==> src/rtl/jt51_wrseq_pkg.sv <==
// Shared types and constants for the jt51 host write sequencer.
// Provides the FSM encoding, the {register, value} pair layout and register numbers.
package jt51_wrseq_pkg;

  localparam logic [2:0] ST_IDLE = 3'd0;
  localparam logic [2:0] ST_ADDR = 3'd1;
  localparam logic [2:0] ST_GAP  = 3'd2;
  localparam logic [2:0] ST_DATA = 3'd3;
  localparam logic [2:0] ST_WSET = 3'd4;
  localparam logic [2:0] ST_WCLR = 3'd5;

  typedef enum logic [2:0] {
    IDLE = ST_IDLE,
    ADDR = ST_ADDR,
    GAP  = ST_GAP,
    DATA = ST_DATA,
    WSET = ST_WSET,
    WCLR = ST_WCLR
  } state_e;

  localparam logic [7:0] KON  = 8'h08;
  localparam logic [7:0] LFRQ = 8'h18;

  typedef struct packed {
    logic [7:0] addr;
    logic [7:0] data;
  } wr_pair_t;

  function automatic wr_pair_t makePair(input logic [7:0] a, input logic [7:0] d);
    wr_pair_t p;
    p.addr = a;
    p.data = d;
    return p;
  endfunction

endpackage

==> src/rtl/jt51_wrseq_if.sv <==
// Bundle of host request signals and jt51 register-file strobes around the sequencer.
// The slave modport is the sequencer; master is the host plus register file side.
interface jt51_wrseq_if #(parameter int AW = 3);
  logic          req_we;
  logic [7:0]    req_addr;
  logic [7:0]    req_data;
  logic          req_full;
  logic [AW:0]   req_level;
  logic          ovf;
  logic          ovf_clr;
  logic          done;
  logic          idle;
  logic [7:0]    mmr_din;
  logic          mmr_a0;
  logic          mmr_write;
  logic          mmr_busy;

  modport master (
    output req_we, req_addr, req_data, ovf_clr, mmr_busy,
    input  req_full, req_level, ovf, done, idle, mmr_din, mmr_a0, mmr_write
  );

  modport slave (
    input  req_we, req_addr, req_data, ovf_clr, mmr_busy,
    output req_full, req_level, ovf, done, idle, mmr_din, mmr_a0, mmr_write
  );
endinterface

==> src/rtl/jt51_wrseq_fifo.sv <==
// Small 16-bit FIFO holding queued {register, value} pairs.
// Head is read combinationally; only pointers and level are reset.
module jt51_wrseq_fifo #(
  parameter int AW = 3
) (
  input  logic          clk,
  input  logic          rst,
  input  logic          push_i,
  input  logic          pop_i,
  input  logic [15:0]   wdata_i,
  output logic [15:0]   rdata_o,
  output logic [AW:0]   level_o,
  output logic          full_o,
  output logic          empty_o
);
  localparam int DEPTH = 2**AW;

  logic [15:0]   mem_q [DEPTH];
  logic [AW-1:0] wrPtr_q;
  logic [AW-1:0] rdPtr_q;
  logic [AW:0]   level_q;
  logic          doPush;
  logic          doPop;

  assign full_o  = (level_q == (AW+1)'(DEPTH));
  assign empty_o = (level_q == '0);
  assign doPush  = push_i && !full_o;
  assign doPop   = pop_i && !empty_o;
  assign rdata_o = mem_q[rdPtr_q];
  assign level_o = level_q;

  always_ff @(posedge clk) begin
    if (doPush) mem_q[wrPtr_q] <= wdata_i;
  end

  // Pointers wrap naturally; level is tracked separately so full and empty stay distinct.
  always_ff @(posedge clk or posedge rst) begin
    if (rst) begin
      wrPtr_q <= '0;
      rdPtr_q <= '0;
      level_q <= '0;
    end else begin
      if (doPush) wrPtr_q <= wrPtr_q + 1'b1;
      if (doPop)  rdPtr_q <= rdPtr_q + 1'b1;
      case ({doPush, doPop})
        2'b10:   level_q <= level_q + 1'b1;
        2'b01:   level_q <= level_q - 1'b1;
        default: level_q <= level_q;
      endcase
    end
  end
endmodule

==> src/rtl/jt51_wrseq.sv <==
// Replays queued {register, value} pairs to the jt51 register file as address/data writes,
// skipping the address phase on a repeated register and waiting out the busy flag.
module jt51_wrseq
  import jt51_wrseq_pkg::*;
#(
  parameter int AW      = 3,
  parameter int BUSY_TO = 3
) (
  input logic          clk,
  input logic          rst,
  jt51_wrseq_if.slave  bus
);
  localparam int TW = (BUSY_TO > 1) ? $clog2(BUSY_TO) : 1;

  state_e        state_q, state_d;
  logic [TW-1:0] timer_q, timer_d;
  logic          done_q, done_d;
  logic          pop;
  logic [7:0]    curAddr_q, curData_q, lastAddr_q;
  logic          lastVld_q;
  logic          mmrWrite_q, mmrA0_q;
  logic [7:0]    mmrDin_q;
  logic          ovf_q;
  logic [15:0]   fifoRdata;
  logic [AW:0]   fifoLevel;
  logic          fifoFull, fifoEmpty;
  wr_pair_t      head;

  jt51_wrseq_fifo #(.AW(AW)) u_fifo (
    .clk     (clk),
    .rst     (rst),
    .push_i  (bus.req_we),
    .pop_i   (pop),
    .wdata_i (makePair(bus.req_addr, bus.req_data)),
    .rdata_o (fifoRdata),
    .level_o (fifoLevel),
    .full_o  (fifoFull),
    .empty_o (fifoEmpty)
  );

  assign head = wr_pair_t'(fifoRdata);

  always_comb begin
    state_d = state_q;
    timer_d = timer_q;
    done_d  = 1'b0;
    pop     = 1'b0;
    unique case (state_q)
      IDLE: begin
        if (!fifoEmpty && !bus.mmr_busy) begin
          pop     = 1'b1;
          state_d = (lastVld_q && head.addr == lastAddr_q) ? DATA : ADDR;
        end
      end
      ADDR: state_d = GAP;
      GAP:  state_d = DATA;
      DATA: begin
        state_d = WSET;
        timer_d = '0;
      end
      // A missed busy pulse must not stall the queue, hence the timeout.
      WSET: begin
        if (bus.mmr_busy || timer_q == TW'(BUSY_TO - 1)) state_d = WCLR;
        else timer_d = timer_q + 1'b1;
      end
      WCLR: begin
        if (!bus.mmr_busy) begin
          state_d = IDLE;
          done_d  = 1'b1;
        end
      end
      default: state_d = IDLE;
    endcase
  end

  always_ff @(posedge clk or posedge rst) begin
    if (rst) begin
      state_q   <= IDLE;
      timer_q   <= '0;
      done_q    <= 1'b0;
      curAddr_q <= '0;
      curData_q <= '0;
    end else begin
      state_q <= state_d;
      timer_q <= timer_d;
      done_q  <= done_d;
      if (pop) begin
        curAddr_q <= head.addr;
        curData_q <= head.data;
      end
    end
  end

  // Strobes are registered from the current state, so each phase appears one clock later.
  always_ff @(posedge clk or posedge rst) begin
    if (rst) begin
      mmrWrite_q <= 1'b0;
      mmrA0_q    <= 1'b0;
      mmrDin_q   <= '0;
      lastAddr_q <= '0;
      lastVld_q  <= 1'b0;
    end else begin
      mmrWrite_q <= (state_q == ADDR) || (state_q == DATA);
      if (state_q == ADDR) begin
        mmrA0_q    <= 1'b0;
        mmrDin_q   <= curAddr_q;
        lastAddr_q <= curAddr_q;
        lastVld_q  <= 1'b1;
      end else if (state_q == DATA) begin
        mmrA0_q  <= 1'b1;
        mmrDin_q <= curData_q;
      end
    end
  end

  always_ff @(posedge clk or posedge rst) begin
    if (rst) ovf_q <= 1'b0;
    else if (bus.req_we && fifoFull) ovf_q <= 1'b1;
    else if (bus.ovf_clr) ovf_q <= 1'b0;
  end

  assign bus.req_full  = fifoFull;
  assign bus.req_level = fifoLevel;
  assign bus.ovf       = ovf_q;
  assign bus.done      = done_q;
  assign bus.idle      = (state_q == IDLE) && fifoEmpty;
  assign bus.mmr_din   = mmrDin_q;
  assign bus.mmr_a0    = mmrA0_q;
  assign bus.mmr_write = mmrWrite_q;
endmodule

==> src/flat_wrapper.sv <==
// flat-port wrapper written by rule: the top's interface ports become plain ports
module jt51_wrseq_flat import jt51_wrseq_pkg::*;
#(
  parameter int AW      = 3,
  parameter int BUSY_TO = 3
)
  (clk, rst, bus_req_we, bus_req_addr, bus_req_data, bus_ovf_clr, bus_mmr_busy, bus_req_full, bus_req_level, bus_ovf, bus_done, bus_idle, bus_mmr_din, bus_mmr_a0, bus_mmr_write);
  jt51_wrseq_if #(.AW(AW)) bus_i ();
  input logic clk;
  input logic rst;
  input wire logic [$bits(bus_i.req_we)-1:0] bus_req_we;
  input wire logic [$bits(bus_i.req_addr)-1:0] bus_req_addr;
  input wire logic [$bits(bus_i.req_data)-1:0] bus_req_data;
  input wire logic [$bits(bus_i.ovf_clr)-1:0] bus_ovf_clr;
  input wire logic [$bits(bus_i.mmr_busy)-1:0] bus_mmr_busy;
  output wire logic [$bits(bus_i.req_full)-1:0] bus_req_full;
  output wire logic [$bits(bus_i.req_level)-1:0] bus_req_level;
  output wire logic [$bits(bus_i.ovf)-1:0] bus_ovf;
  output wire logic [$bits(bus_i.done)-1:0] bus_done;
  output wire logic [$bits(bus_i.idle)-1:0] bus_idle;
  output wire logic [$bits(bus_i.mmr_din)-1:0] bus_mmr_din;
  output wire logic [$bits(bus_i.mmr_a0)-1:0] bus_mmr_a0;
  output wire logic [$bits(bus_i.mmr_write)-1:0] bus_mmr_write;
  assign bus_i.req_we = bus_req_we;
  assign bus_i.req_addr = bus_req_addr;
  assign bus_i.req_data = bus_req_data;
  assign bus_i.ovf_clr = bus_ovf_clr;
  assign bus_i.mmr_busy = bus_mmr_busy;
  assign bus_req_full = bus_i.req_full;
  assign bus_req_level = bus_i.req_level;
  assign bus_ovf = bus_i.ovf;
  assign bus_done = bus_i.done;
  assign bus_idle = bus_i.idle;
  assign bus_mmr_din = bus_i.mmr_din;
  assign bus_mmr_a0 = bus_i.mmr_a0;
  assign bus_mmr_write = bus_i.mmr_write;
  jt51_wrseq #(.AW(AW), .BUSY_TO(BUSY_TO)) u_core (.clk(clk), .rst(rst), .bus(bus_i));
endmodule
==> config.mk <==
export PLATFORM = sky130hd
export DESIGN_NAME = jt51_wrseq_flat
export DESIGN_NICKNAME = d
export VERILOG_FILES = /design/src/rtl/jt51_wrseq_pkg.sv /design/src/rtl/jt51_wrseq_if.sv /design/src/rtl/jt51_wrseq_fifo.sv /design/src/rtl/jt51_wrseq.sv /design/src/flat_wrapper.sv
export SDC_FILE = /design/constraint.sdc
export NUM_CORES = 1
export LEC_CHECK = 0
export ABC_CLOCK_PERIOD_IN_PS = 7600
export BUFFER_PORTS_ARGS = -buffer_cell sky130_fd_sc_hd__clkbuf_2
export CAP_MARGIN = 25
export CORE_UTILIZATION = 40
export DETAILED_ROUTE_END_ITERATION = 7
export HOLD_SLACK_MARGIN = 0.1
export MAX_ROUTING_LAYER = met4
export PLACE_DENSITY = 0.55
export SYNTH_ARGS = -nofsm -noshare
export SYNTH_HDL_FRONTEND = slang
export SYNTH_SLANG_ARGS = --single-unit
export TNS_END_PERCENT = 50
==> constraint.sdc <==
create_clock -name clk -period 7.6 [get_ports clk]
set_input_delay 0 -clock clk [delete_from_list [all_inputs] [get_ports clk]]
set_output_delay 0 -clock clk [all_outputs]
set_load 0.05 [all_outputs]
==> results of run 1 <==
-- cell usage after synthesis (2+ instances only) --
cell type	n
inv_1	8
xnor2_1	6
mux2_2	13
o21ai_0	13
a21oi_1	16
buf_1	4
buf_2	6
mux2i_1	30
edfxtp_1	128
nand2_1	22
clkbuf_1	7
nor2b_1	3
nor2_1	25
ha_1	6
a22o_1	3
buf_6	2
nor4_1	2
mux4_2	25
mux4_1	3
nor3_1	7
nand2b_1	7
dfrtp_1	52
xor2_1	9
-- cell families after synthesis --
family / count (synthesis) / share of synthesized area (%)
compound gates: 40 / 3.41
xor+xnor: 15 / 1.83
flops: 180 / 71.5
simple gates: 75 / 5.03
fa+ha+maj: 7 / 1.32
buf+inv: 28 / 1.77
mux: 71 / 15.1
-- power by group through the flow --
stage	clock network (W)	logic [W]	registers, W
after detailed placement	0	0.00116	0.00147
after CTS	0.000880	0.00118	0.00145
final	0.000861	0.00115	0.00144
after global placement	0	0.00115	0.00145
after global routing	0.000916	0.00127	0.00147
after floorplan	0	0.000770	0.00154
-- registers in the layout, summed over array words and instances, names as in the netlist --
register and count:
u_core.u_fifo.level_o 4, u_core.u_fifo.mem_q 128, u_core.bus.mmr_a0 1, u_core.lastVld_q 1, u_core.bus.ovf 1, u_core.u_fifo.wrPtr_q 3
u_core.state_q 3, u_core.bus.done 1, u_core.lastAddr_q 8, u_core.bus.mmr_write 1, u_core.timer_q 2, u_core.bus.mmr_din 8
u_core.u_fifo.rdPtr_q 3, u_core.curData_q 8, u_core.curAddr_q 8
-- per-layer routing --
metal	track usage, %	part of all wire, %
met1	21.4	46
met4	6.85	1.7
met3	2.80	2.5
met2	25.9	50
met5	-	0
-- cell type report --
| class | count | area, µm² | area share (%) |
|---|---|---|---|
| Tap cell | 225 | 282 | 3.31 |
| Timing Repair Buffer | 72 | 510 | 6.00 |
| Inverter | 9 | 33.8 | 0.397 |
| Clock buffer | 18 | 429 | 5.04 |
| Multi-Input combinational cell | 208 | 1960 | 23.0 |
| Clock inverter | 14 | 153 | 1.79 |
| Sequential cell | 180 | 5140 | 60.5 |
-- layout by cell type, fill, tap and decap left out, types with 2 or more instances in the layout --
master         netlist  routed
a21oi_1             16      16
a22o_1               3       3
buf_4                0      12
bufinv_16            0       2
clkbuf_16            0      17
clkbuf_2             0      38
clkinv_1             1       2
clkinvlp_4           0       5
dfrtp_1             52      52
dlygate4sd3_1        0      21
edfxtp_1           128     128
ha_1                 6       6
inv_1                8       7
inv_6                0       3
mux2_2              13      13
mux2i_1             30      30
mux4_1               3       3
mux4_2              25      25
nand2_1             22      22
nand2b_1             7       7
nor2_1              25      25
nor2b_1              3       3
nor3_1               7       3
nor3_2               0       4
o21ai_0             13      13
xnor2_1              6       6
xor2_1               9       9
-- how the worst max path moves through the flow --
stage	from	to
3_5_place_dp	u_core.u_fifo.level_o[0]	u_core.u_fifo.level_o[3]
5_1_grt	u_core.u_fifo.level_o[0]	u_core.u_fifo.level_o[3]
4_1_cts	u_core.u_fifo.level_o[0]	u_core.u_fifo.level_o[3]
2_1_floorplan	u_core.u_fifo.level_o[0]	u_core.u_fifo.level_o[3]
6_report	u_core.u_fifo.level_o[0]	u_core.u_fifo.level_o[3]
3_3_place_gp	u_core.u_fifo.level_o[0]	u_core.u_fifo.level_o[3]
-- through the flow --
step | total power (W) | setup slack (ns) | util (%) | hold WS, ns
finish | 0.00346 | 4.69 | 48.9 | 0.104
global route | 0.00366 | 4.47 | 48.9 | 0.153
CTS | 0.00350 | 4.66 | 48.9 | 0.100
detailed placement | 0.00263 | 4.66 | 44.3 | -0.00533
global placement | 0.00260 | 4.73 | 44.2 | 0.192
floorplan | 0.00231 | 3.42 | - | 0.0989
-- worst reg2reg max path, stage by stage (launching register included) --
cell,delay (ns)
dfrtp_1,0.44
nor4_1,0.79
nor4b_4,0.07
buf_4,0.27
ha_1,0.26
ha_1,0.28
a21o_1,0.17
a21oi_1,0.17
xnor2_1,0.13
nor2_1,0.06
xor2_1,0.14
==> results.md, run 1 <==
- Final Hold Fails: 0
- Post-synth top flop: edfxtp_1
- CP Data Required Time: between 7 and 8 ns
- Vias in the first global route: about 3800
- Largest area contributor in the netlist: edfxtp_1
- Post-Route Setup TNS: 0 ns
- CTS Buf Count: 17
- Reg2reg setup slack: about 4.7 ns
- Post-DRT Antenna Nets: 0
- Mapped Cells: about 420
- Reg2reg path depth: 10
- Nets: about 520
- # setup viols final: 0
- Layout cells sized above 1: roughly 26%
- First-pass GRT wire length: about 21000 µm
- Combinational fraction of design power: between 30% and 40%
- Seq cells post-synth: 180
- Die area: around 19000 µm²
- Post-CTS Setup Inserts: 0
- Total GRT Usage: 16.6%
- Vias per std cell: 5.07
- Design area: ~8500 µm²
- Fill count: approximately 1500
- Placement Rows: between 40 and 50
- Die Y: 136 µm
- Core box area: approximately 17000 µm²
- HPWL Detailed: about 8200 µm
- Synth area leaders: edfxtp_1 (53%), dfrtp_1 (18%), mux4_2 (7.8%), mux2i_1 (4.2%), mux2_2 (2.0%)
- Slew margin rel.: about two fifths
- Port Buf Inserts: 38
- CTS root buf: clkbuf_16
- Syn nets: 444
- Clock buffer depth: 2
- PwrDens: 406 nW/µm²
- Via count: between 3000 and 4000
- Ys async rst share: just under 30%
- Post-Place Cells: between 600 and 700
- Antenna Diode Count: 0
- Initial antenna violation count: 0
- Clk sink count: 180
- CP Data Arrival Time: about 3.2 ns
- Part of the cycle the worst path needs: about two fifths
- Clock slew at reported path FFs: roughly 0.070 ns
- Post-Syn Area: 7190 µm²
- Routability cong.: around 0.73
- HP Class: in2async
- Residual DRC: 0
- Pleak: 3.13 nW
- Critical path's top delay family: simple AND/OR/NAND/NOR gates
- Post-Route WL: about 13000 µm
- Hold_buf cts: 21
- CTS resizes: 0
- Worst Setup End Kind: register
- Status: completed
- Crit-path slowest cell: nor4_1
- Synth unique cells: between 40 and 50
- Levels on crit path: 10
- Starting Density: 41.3%
- Crit-path cells: nor4_1, nor4b_4, buf_4, ha_1, ha_1, a21o_1, a21oi_1, xnor2_1, nor2_1, xor2_1
- EDFF count, synth: 128
- Worst VDD drop: ~0.25 mV
- RSZ-0062 raised after global routing: no
- Global route overflow: 0
- Area after DPL: about 7700 µm²
- DR WL/cell: 18.3 µm
- Clock Skew: 0.00859 ns
- Die extent in x: 136 µm
- R2R Path End: u_core.u_fifo.level_o[3]
- FF-to-FF Start: u_core.u_fifo.level_o[0]
- Yosys top cell area share: approximately 53%
- Clk Latency, worst-skew pair: roughly 0.42 ns
- Initial DRC Count: 213
- CP max FO: 33
- CTS tree: done
- Kind of critical path: reg2reg
- H-tree levels: 4
- Fin cells: between 700 and 800
- Pint: 0.00225 W
- Fin crit period: roughly 2.9 ns
- I/O pins: 39
- Net switching power: 0.00120 W
- Buffers and inverters on the worst path: 1
- Clock power frac: 24.9%
- Synthesized area per cell: about 17 µm²
- Crit-path max cell delay: 0.79 ns
- Slew Limit Fails: 0
- Total of max-cap violations: 0
- Seq pwr share: 41.7%
- Yosys warning total: 0
- Largest net degree at the start of global routing: 36
- Sequential share of the synthesized area: a little under three quarters
- Worst setup SP type: register
- Layout overhead on the synthesized area: 18.3%
- Fmax: between 300 and 400 MHz
- DRT Pass-1 Iters: 4
- Cell mode on critical path: ha_1
- Worst-Margin Slew: 0.877 ns
- Switching part of the total power: a little over a third
No activity file was read; power rests on OpenSTA's default activity.
==> inputs of run 2 (changes only) <==
Settings changed: ABC_AREA set to 1, ABC_CLOCK_PERIOD_IN_PS 7600 to 2700.
Clock period 7.6 ns to 2.7 ns, I/O delays scaled along.
==> run 2 against run 1 <==
  * The flow now finishes with violations (DRC)
  * Die area rose by 3.6%
  * Worst hold slack improved by 0.15 ns
  * Register-to-register slack got worse by 4.3 ns
  * Cell count rose by 33%
  * Utilization fell by 1.1 points
  * Sequential share of layout area fell by 1.1 points
  * Clock-buffer cell count did not move
  * Total power rose to 2.8 times the previous value
  * Fmax rose by 24%
  * Critical path depth rose by 4
  * Design area rose by 1.8%
  * Critical endpoint unchanged
==> results.md, run 2 <==
- Ys async rst share: ~29%
- Placement Rows: slightly below 50
- Fin crit period: 2.35 ns
- H-tree levels: 4
- Clk Latency, worst-skew pair: approximately 0.43 ns
- Slew margin rel.: 47.9%
- DRT Pass-1 Iters: 7
- Reg with most FFs: u_core.u_fifo.mem_q
- EDFF count, synth: 128
- I/O pins: 39
- Part of the cycle the worst path needs: just under 90%
- Worst setup SP type: register
- Area after DPL: between 7000 and 8000 µm²
- Synth unique cells: 30
- Most Crowded Layer GR: met2
- Nets: approximately 750
- # setup viols final: 0
- Kind of critical path: reg2reg
- Clock buffer depth: 2
- HP Class: in2async
- Failing checks: DRC
- Residual DRC: 12
- Routability cong.: between 0.7 and 0.8
- Final Hold Fails: 0
- RSZ-0062 raised after global routing: no
- Slew Limit Fails: 0
- Sequential cell area: 5150 µm²
- Pleak: 3.49 nW
- Vias in the first global route: 4728
- Fill count: 1617
- Commonest non-fill, non-tap cell in the layout: edfxtp_1
- CTS root buf: clkbuf_16
- Die extent in x: between 100 and 150 µm
- Via count: 4865
- Design area: about 8700 µm²
- R2R Path End: u_core.u_fifo.level_o[3]
- Worst VDD drop: around 0.48 mV
- First-pass GRT wire length: around 26000 µm
- Vias per std cell: 5.05
- CP Data Arrival Time: 2.67 ns
- Worst Setup End Kind: register
- DR WL/cell: 17.4 µm
- Total GRT Usage: around a fifth
- Most frequent cells in the layout: edfxtp_1 (128), nand2_1 (98), nor2_1 (95)
- Worst setup path start: u_core.state_q[0]
- Layout overhead on the synthesized area: 16.2%
- Total of max-cap violations: 0
- PwrDens: 1130 nW/µm²
- Post-DRT Antenna Nets: 0
- Initial antenna violation count: 0
- Largest area contributor in the netlist: edfxtp_1
- Core box area: 18100 µm²
- Mapped Cells: 660
- Fmax: 425 MHz
- Worst setup endpoint: u_core.u_fifo.level_o[3]
- Reg2reg setup slack: between 0.3 and 0.4 ns
- Clock Skew: about 0.0074 ns
- Synthesized area per cell: ~11 µm²
- Die area: between 15000 and 20000 µm²
- Global route overflow: 0
- CP Data Required Time: roughly 3.0 ns
- GR Layer Usage met3: under 10%
- Post-Syn Area: between 7000 and 8000 µm²
- Antenna Diode Count: 0
- Max reg flops: 128
- Post-CTS Setup Inserts: 0
- Met1 Use GR: a little under a quarter
- Starting Density: a little over 40%
- HPWL Detailed: between 10000 and 15000 µm
- Yosys top cell area share: between 50% and 60%
- Initial DRC Count: ~420
- FF-to-FF Start: u_core.state_q[0]
- Yosys warning total: 0
- Post-synth top flop: edfxtp_1
- Clk sink count: 180
- Largest net degree at the start of global routing: between 50 and 60
- CP max FO: 4
- Die Y: between 100 and 150 µm
- Multi-input gate area: 1850 µm²
- Port Buf Inserts: 38
- Synth top cells by count: edfxtp_1 (128), nand2_1 (98), nor2_1 (95)
- Synth area leaders: edfxtp_1 (52%), dfrtp_1 (17%), nand2_1 (4.9%), nor2_1 (4.8%), o21ai_0 (4.2%)
- Clock slew at reported path FFs: approximately 0.06 ns
- Worst-Margin Slew: ~0.78 ns
- Top-count cell post-synth: edfxtp_1
- Layout cells sized above 1: between 10% and 20%
- CTS Buf Count: 17
- Reg2reg path depth: 14
- Syn nets: ~690
- Seq cells post-synth: 180
- CTS tree: done
- Sequential share of the synthesized area: 69.0%
- Post-Route WL: 16800 µm
- Status: finished with violations
- Post-Route Setup TNS: 0 ns
- Met2 usage: approximately a third
run 2: area by class of cell:
class,instances,area share [%]
repair buffers,77,6.33
flip-flops and latches,180,59.4
clock buffers,18,4.95
multi-input cells,378,21.3
inverters,71,3.11
well taps,229,3.31
clock inverters,11,1.60
run 2: worst max-delay path, cell delays in order, from the launching register on:
cell,delay [ns]
dfrtp_1,0.41
nor2_1,0.20
inv_1,0.08
nor2_1,0.14
inv_2,0.07
nor2_4,0.11
ha_1,0.21
ha_1,0.29
nand2_1,0.08
nor2_1,0.04
a211oi_1,0.27
nor2_1,0.07
nor2_1,0.09
nand2_1,0.07
xor2_1,0.14
run 2: logic make-up (layout without fill, tap and decap cells):
kind of cell / after synthesis / in the layout / share of synthesized area, %
and+or+nand+nor: 246 / 246 / 13.5
muxes: 1 / 1 / 0.151
adders and majority gates: 7 / 7 / 1.28
AOI/OAI and AO/OA: 118 / 118 / 9.16
buffers and inverters: 102 / 177 / 6.26
xor gates and xnor gates: 6 / 6 / 0.705
DFF: 180 / 180 / 69.0
run 2: worst min path at each step:
stage,from,to,slack [ns],cells past startpoint
after floorplan,bus_mmr_busy,u_core.bus.done,0.07,1
after global placement,rst,u_core.bus.mmr_write,0.16,2
after detailed placement,rst,u_core.bus.mmr_write,0.18,2
after CTS,rst,u_core.bus.mmr_write,0.27,3
after global routing,rst,u_core.bus.mmr_write,0.33,3
final,rst,u_core.bus.mmr_write,0.25,3
run 2: power breakdown:
part	total [W]	internal, W	switching [W]
clock network	0.00243	0.00143	0.000997
logic	0.00350	0.00102	0.00247
registers	0.00390	0.00361	0.000292
total	0.00982	0.00606	0.00376
run 2: repair_timing:
action | in CTS | in global routing
resized for setup | 0 | 0
hold buffers | 21 | 0
hold endpoints to repair | 171 | 0
run 2: stage by stage:
stage          power [W]  hold WS [ns]  setup slack [ns]  utilization, %  std cells
2_1_floorplan    0.00652        0.0664             0.238               -        660
3_3_place_gp     0.00736         0.161             0.478            43.5        914
3_5_place_dp     0.00745         0.176             0.383            43.5        914
4_1_cts          0.00989         0.271             0.349            47.7        964
5_1_grt           0.0104         0.329             0.100            47.7        964
6_report         0.00982         0.252             0.347            47.7        964
run 2: metal layers:
| layer | vias to the layer above | part of all wire (%) | wire length (µm) |
|---|---|---|---|
| li1 | 2383 | - | - |
| met1 | 2366 | 45 | 7560 |
| met2 | 100 | 49 | 8290 |
| met3 | 16 | 3.7 | 622 |
| met4 | 0 | 1.7 | 292 |
| met5 | - | 0 | 0 |
